[src/rtl/vec_sum_activate.sv]
// vec_sum_activate
//   Back end of the 4x4 vector-matrix product in the fixed-point XOR
//   network. Each of the 4 neurons sums its 4 signed fixed-point products
//   plus a bias using saturating adds, one add per cycle on a single shared
//   accumulator. The sum then goes through a selectable activation. All 4
//   results are published together with a one-cycle done pulse.
//
// Parameters
//   ACT   activation: 0 = identity, 1 = ReLU, 2 = hard sigmoid
//   FRAC  fractional bits of the signed 32-bit fixed-point format
//
// Ports
//   clk_i      rising-edge clock
//   reset_i    asynchronous active-high reset
//   start_i    run request, only looked at while idle
//   product_i  16 signed products; neuron j uses entries 4j..4j+3
//   bias_i     4 signed biases, one per neuron
//   out_o      4 activated neuron results, registered
//   done_o     one-cycle pulse marking out_o/ovf_o as freshly valid
//   busy_o     high while a run is in progress
//   ovf_o      some add in the last run saturated
module vec_sum_activate #(
  parameter int ACT  = 2,
  parameter int FRAC = 16
) (
  input  logic              clk_i,
  input  logic              reset_i,
  input  logic              start_i,
  input  logic [15:0][31:0] product_i,
  input  logic [3:0][31:0]  bias_i,
  output logic [3:0][31:0]  out_o,
  output logic              done_o,
  output logic              busy_o,
  output logic              ovf_o
);

  typedef enum logic [1:0] {IDLE, ACC, ACTIVATE} state_t;

  localparam logic signed [31:0] HALF = 32'sd1 <<< (FRAC - 1);
  localparam logic signed [31:0] ONE  = 32'sd1 <<< FRAC;

  state_t            state_q, state_d;
  logic [15:0][31:0] capProd_q, capProd_d;
  logic [3:0][31:0]  capBias_q, capBias_d;
  logic [31:0]       acc_q, acc_d;
  logic [2:0][31:0]  res_q, res_d;
  logic [3:0][31:0]  out_q, out_d;
  logic [1:0]        j_q, j_d;
  logic [1:0]        k_q, k_d;
  logic              ovfInt_q, ovfInt_d;
  logic              ovf_q, ovf_d;
  logic              done_q, done_d;
  logic              busy_q, busy_d;

  logic [31:0]       addBase;
  logic [32:0]       addRes;

  // Saturating signed add. Bit 32 of the result flags saturation.
  function automatic logic [32:0] satAdd(input logic [31:0] a, input logic [31:0] b);
    logic [32:0] s;
    s = {a[31], a} + {b[31], b};
    if (s[32] != s[31])
      return {1'b1, (s[32] ? 32'h8000_0000 : 32'h7FFF_FFFF)};
    return {1'b0, s[31:0]};
  endfunction

  // Activation. The hard sigmoid is 0.5 + x/4 clamped to [0, 1.0].
  // x>>>2 cannot push 0.5 + x/4 past 32 bits, so only the clamp is needed.
  function automatic logic [31:0] activate(input logic [31:0] x);
    logic signed [31:0] xs;
    logic signed [31:0] t;
    xs = x;
    t  = HALF + (xs >>> 2);
    if (ACT == 1)
      return xs[31] ? 32'd0 : x;
    if (ACT == 2) begin
      if (t < 0)   return 32'd0;
      if (t > ONE) return ONE;
      return t;
    end
    return x;
  endfunction

  // The first add of a neuron starts from its bias. Later adds start from
  // the running sum.
  always_comb begin
    addBase = (k_q == 2'd0) ? capBias_q[j_q] : acc_q;
    addRes  = satAdd(addBase, capProd_q[{j_q, k_q}]);
  end

  // Next-state and datapath. out only changes on the final activate step,
  // so a run aborted by reset never leaves a partial result behind.
  always_comb begin
    state_d   = state_q;
    capProd_d = capProd_q;
    capBias_d = capBias_q;
    acc_d     = acc_q;
    res_d     = res_q;
    out_d     = out_q;
    j_d       = j_q;
    k_d       = k_q;
    ovfInt_d  = ovfInt_q;
    ovf_d     = ovf_q;
    done_d    = 1'b0;
    busy_d    = busy_q;
    case (state_q)
      IDLE: begin
        if (start_i) begin
          capProd_d = product_i;
          capBias_d = bias_i;
          ovfInt_d  = 1'b0;
          j_d       = 2'd0;
          k_d       = 2'd0;
          busy_d    = 1'b1;
          state_d   = ACC;
        end
      end
      ACC: begin
        acc_d = addRes[31:0];
        if (addRes[32])
          ovfInt_d = 1'b1;
        k_d = k_q + 2'd1;
        if (k_q == 2'd3)
          state_d = ACTIVATE;
      end
      ACTIVATE: begin
        if (j_q != 2'd3) begin
          res_d[j_q] = activate(acc_q);
          j_d        = j_q + 2'd1;
          k_d        = 2'd0;
          state_d    = ACC;
        end else begin
          out_d   = {activate(acc_q), res_q};
          done_d  = 1'b1;
          ovf_d   = ovfInt_q;
          busy_d  = 1'b0;
          state_d = IDLE;
        end
      end
      default: state_d = IDLE;
    endcase
  end

  // State and datapath registers.
  always_ff @(posedge clk_i or posedge reset_i) begin
    if (reset_i) begin
      state_q   <= IDLE;
      capProd_q <= '0;
      capBias_q <= '0;
      acc_q     <= '0;
      res_q     <= '0;
      out_q     <= '0;
      j_q       <= '0;
      k_q       <= '0;
      ovfInt_q  <= 1'b0;
      ovf_q     <= 1'b0;
      done_q    <= 1'b0;
      busy_q    <= 1'b0;
    end else begin
      state_q   <= state_d;
      capProd_q <= capProd_d;
      capBias_q <= capBias_d;
      acc_q     <= acc_d;
      res_q     <= res_d;
      out_q     <= out_d;
      j_q       <= j_d;
      k_q       <= k_d;
      ovfInt_q  <= ovfInt_d;
      ovf_q     <= ovf_d;
      done_q    <= done_d;
      busy_q    <= busy_d;
    end
  end

  assign out_o  = out_q;
  assign done_o = done_q;
  assign busy_o = busy_q;
  assign ovf_o  = ovf_q;

endmodule

[config.mk]
export PLATFORM = sky130hd
export DESIGN_NAME = vec_sum_activate
export DESIGN_NICKNAME = d
export VERILOG_FILES = /design/src/rtl/vec_sum_activate.sv
export SDC_FILE = /design/constraint.sdc
export NUM_CORES = 2
export LEC_CHECK = 0
export ABC_CLOCK_PERIOD_IN_PS = 81500
export BUFFER_PORTS_ARGS = -buffer_cell sky130_fd_sc_hd__buf_2
export CORE_AREA = 2 2 302 304
export CTS_BUF_LIST = sky130_fd_sc_hd__clkbuf_8
export DETAILED_ROUTE_END_ITERATION = 16
export DIE_AREA = 0 0 304 306
export GPL_ROUTABILITY_DRIVEN = 0
export PLACE_DENSITY = 0.71
export SLEW_MARGIN = 5
export SYNTH_ARGS = -nofsm -noshare
export SYNTH_HDL_FRONTEND = slang
export SYNTH_SLANG_ARGS = --single-unit
[constraint.sdc]
create_clock -name clk_i -period 81.5 [get_ports clk_i]
set_input_delay 8.15 -clock clk_i [delete_from_list [all_inputs] [get_ports clk_i]]
set_output_delay 8.15 -clock clk_i [all_outputs]
set_load 0.02 [all_outputs]
==> flow_summary.toml <==
[sta]
final_worst_path_period_share = 0.136
worst_clock_skew_ps = 33.0
grt_setup_unrepaired = "false"
tns_ps = 0
slew-limit-headroom = 0.213
finalHoldViolations = 0
timing.fmax_mhz = 90.2
finalSetupViolations = 0
slew_viol_final = 0
finalCriticalPeriod_ps = 11080
tightestPinTransition_ps = 1180

[critical_path]
worst-r2r-setup-slack_ps = 74100
r2r_cells = 19
timing.critical_path.cells = "buf_2 -> nor3b_2 -> buf_12 -> buf_4 -> buf_4 -> mux2_2"
timing.critical_path.from_type = "input port"
worstPathMaxFanout = 178
critical_path_class = "in -> reg"
end_kind = "flip-flop"
crit_top_cell = "sky130_fd_sc_hd__buf_4"
critical_path.reg2reg.startpoint = "k_q[0]"
crit_arrival_ps = 11790
timing.critical_path.slowest_stage_cell = "sky130_fd_sc_hd__buf_4"
crit_required_ps = 82210
crit-reg2reg-capture = "acc_q[18]"
worst_path_largest_cell_delay_ps = 980

[drt]
number_of_drc_markers_after_the_initial_detailed_route_iteration = 1762
drtAntennaViolNets = 0
firstDrtPassIters = 6
detail_route.wl_per_cell_um = 22.7
drc = 0
wl_um = 112000
via_count = 26200
viasPerCell = 5.30

[worst_hold_path]
min_delay_worst_endpoint = "out_o[25]"
classification_of_the_worst_slack_hold_path = "reg -> reg"
worstHoldPathCells = 2
hold_path.startpoint = "res_q[25]"

[logic_synthesis]
synth_cells = 2816
synth_warnings = 0
synth_enable_flop_cells = 0
synth_seq_area_share = 0.564
post_synth_and_or_nand_nor_area_fraction = 0.0618
mappedNetlistArea_um2 = 39600
synth-adder-area-share = 0.0135
leading_cell_types_by_total_area_after_synthesis = "sky130_fd_sc_hd__dfrtp_1 56%, sky130_fd_sc_hd__mux2_2 19%, sky130_fd_sc_hd__mux4_2 11%"
synth_commonest_cells = "892 x sky130_fd_sc_hd__dfrtp_1, 673 x sky130_fd_sc_hd__mux2_2, 415 x sky130_fd_sc_hd__nand2_1"
synth_ff_type = "sky130_fd_sc_hd__dfrtp_1"
yosys.area_share.xor_xnor = 0.00597
dominant_combinational_cell_family_by_area_after_synthesis = "multiplexers"
synth_largest_area_cell = "sky130_fd_sc_hd__dfrtp_1"
synth.most_common_cell = "sky130_fd_sc_hd__dfrtp_1"
synth_largest_type_area_fraction = 0.564
postSynthAreaPerCell_um2 = 14.1
synth.ff_latch_count = 892
netlist-cell-type-count = 66
synth.mux.area_fraction = 0.302
synth_compound_area_frac = 0.0330
ys_async_sr_fraction = 1.00

[place]
place_area_um2 = 44500
place.detailed.hpwl_um = 81400
numPlacedInstances = 4619
place.port_buffers = 765

[global_routing]
grt_start_max_net_pins = 181
number_of_global_route_vias_before_repair = 27400
number_of_antenna_violations_at_the_first_check_in_global_routing = 80
grt_pass1_wl_um = 169000
groute.usage.overall = 0.242
grt.overflow.total = 0

[power_and_ir_drop]
power_leakage_nw = 22.0
power.total_mw = 2.21
ir_worst_vdd_mv = 0.0822
power_density_nw_per_um2 = 46.2

[floorplan]
standard_cell_core_area_um2 = 89600
io-pin-count = 774
start_util = 0.442
num_rows = 110
floorplan.die.height_um = 306
die_width_um = 304
floorplan.die_area_um2 = 93000

[clocking]
h_tree_depth = 4
clock_sink_count = 892
cts_hold_buffers = 0
clk-insertion-delay-late_ps = 840
path_clk_slew_ps = 60
number_of_buffers_added_for_setup_after_cts = 0
cts-root-to-sink-buffers = 3
tritoncts.num_buffers = 153
cts_tree = "yes"
post_cts_resize_count = 0
root_buffer = "sky130_fd_sc_hd__clkbuf_8"

[final_layout]
layout.filler_cells = 7689
utilization = 0.533
finish.instance_area_um2 = 47800
nNetsFinal = 4283
area_growth_syn_to_layout_pct = 20.6
layout_cell_share_with_drive_strength_beyond_1 = 0.514
instances_no_fill = 4932

[job]
drv_cap = 0

[status]
run_status = "completed"
report_power, final:
group / leakage [nW] / internal, mW / total [mW] / switching, mW
Combinational: 9.31 / 0.531 / 1.07 / 0.536
Sequential: 10.9 / 0.627 / 0.729 / 0.103
Clock: 1.78 / 0.222 / 0.412 / 0.190
Total: 22.0 / 1.38 / 2.21 / 0.829
final cells by class:
class | count | area [µm²] | area share
timing repair buffer | 800 | 4140 | 0.0867
clock buffer | 190 | 2620 | 0.0547
antenna | 44 | 110 | 0.00231
clock inverter | 79 | 510 | 0.0107
inverter | 20 | 83.8 | 0.00175
multi-input combinational | 1731 | 16500 | 0.345
sequential | 892 | 22300 | 0.468
tap | 1176 | 1470 | 0.0308
state kept, by name, summed over array words and instances, names as in the netlist, 2 cells and up:
register   flops
j_q            2
res_q         90
k_q            2
state_q        2
capProd_q    512
out_o        120
acc_q         32
capBias_q    128
metal layers:
| metal | global-route usage | share of wire | vias up | wire length, µm |
|---|---|---|---|---|
| met5 | 0 | 0.0032 | - | 353 |
| met4 | 0.0860 | 0.025 | 58 | 2840 |
| met3 | 0.0758 | 0.074 | 230 | 8240 |
| met2 | 0.394 | 0.49 | 819 | 55100 |
| met1 | 0.306 | 0.41 | 13300 | 45300 |
| li1 | - | - | 11800 | - |
critical path: cells and delay by family:
kind,cells,cell delay (ps)
buffers and inverters,4,2550
multiplexers,1,420
AND/OR/NAND/NOR,1,300
how the worst max path moves through the flow:
stage | slack (ps) | cells after the start | endpoint | from
global placement | 69650 | 6 | capProd_q[246] | start_i
CTS | 70610 | 6 | capProd_q[83] | start_i
detailed placement | 69660 | 6 | capProd_q[83] | start_i
global route | 70190 | 6 | capProd_q[83] | start_i
floorplan | 48280 | 1 | acc_q[0] | reset_i
finish | 70420 | 6 | capProd_q[83] | start_i
cell usage in the layout (no fill, tap or decap), drive strengths merged, types with 5 or more instances in the layout:
master | Yosys | routed
dfrtp | 892 | 892
buf | 51 | 800
mux2 | 673 | 673
nand2 | 416 | 416
mux4 | 192 | 192
clkbuf | 129 | 190
o21ai | 108 | 108
inv | 20 | 78
and2 | 55 | 55
a21oi | 54 | 54
diode | 0 | 44
ha | 41 | 41
nor2 | 23 | 23
nand3 | 15 | 15
xnor2 | 14 | 14
clkinv | 0 | 14
xor2 | 13 | 13
o211ai | 10 | 10
and3 | 8 | 8
conb | 1 | 8
nor3 | 8 | 8
nand2b | 7 | 7
o21bai | 7 | 7
a21o | 6 | 6
a31oi | 6 | 6
and4 | 5 | 5
kinds of logic after synthesis:
| family | after synthesis |
|---|---|
| other cells | 1 |
| simple gates | 563 |
| flops | 892 |
| buf+inv | 200 |
| fa+ha+maj | 42 |
| mux | 869 |
| xor+xnor | 27 |
| compound gates | 222 |
per-stage QoR:
step | setup slack (ps) | hold slack [ps]
2_1_floorplan | 48280 | 430
3_3_place_gp | 69650 | 443
3_5_place_dp | 69660 | 442
4_1_cts | 70610 | 452
5_1_grt | 70190 | 462
6_report | 70420 | 450
No activity file was read; power rests on OpenSTA's default activity.
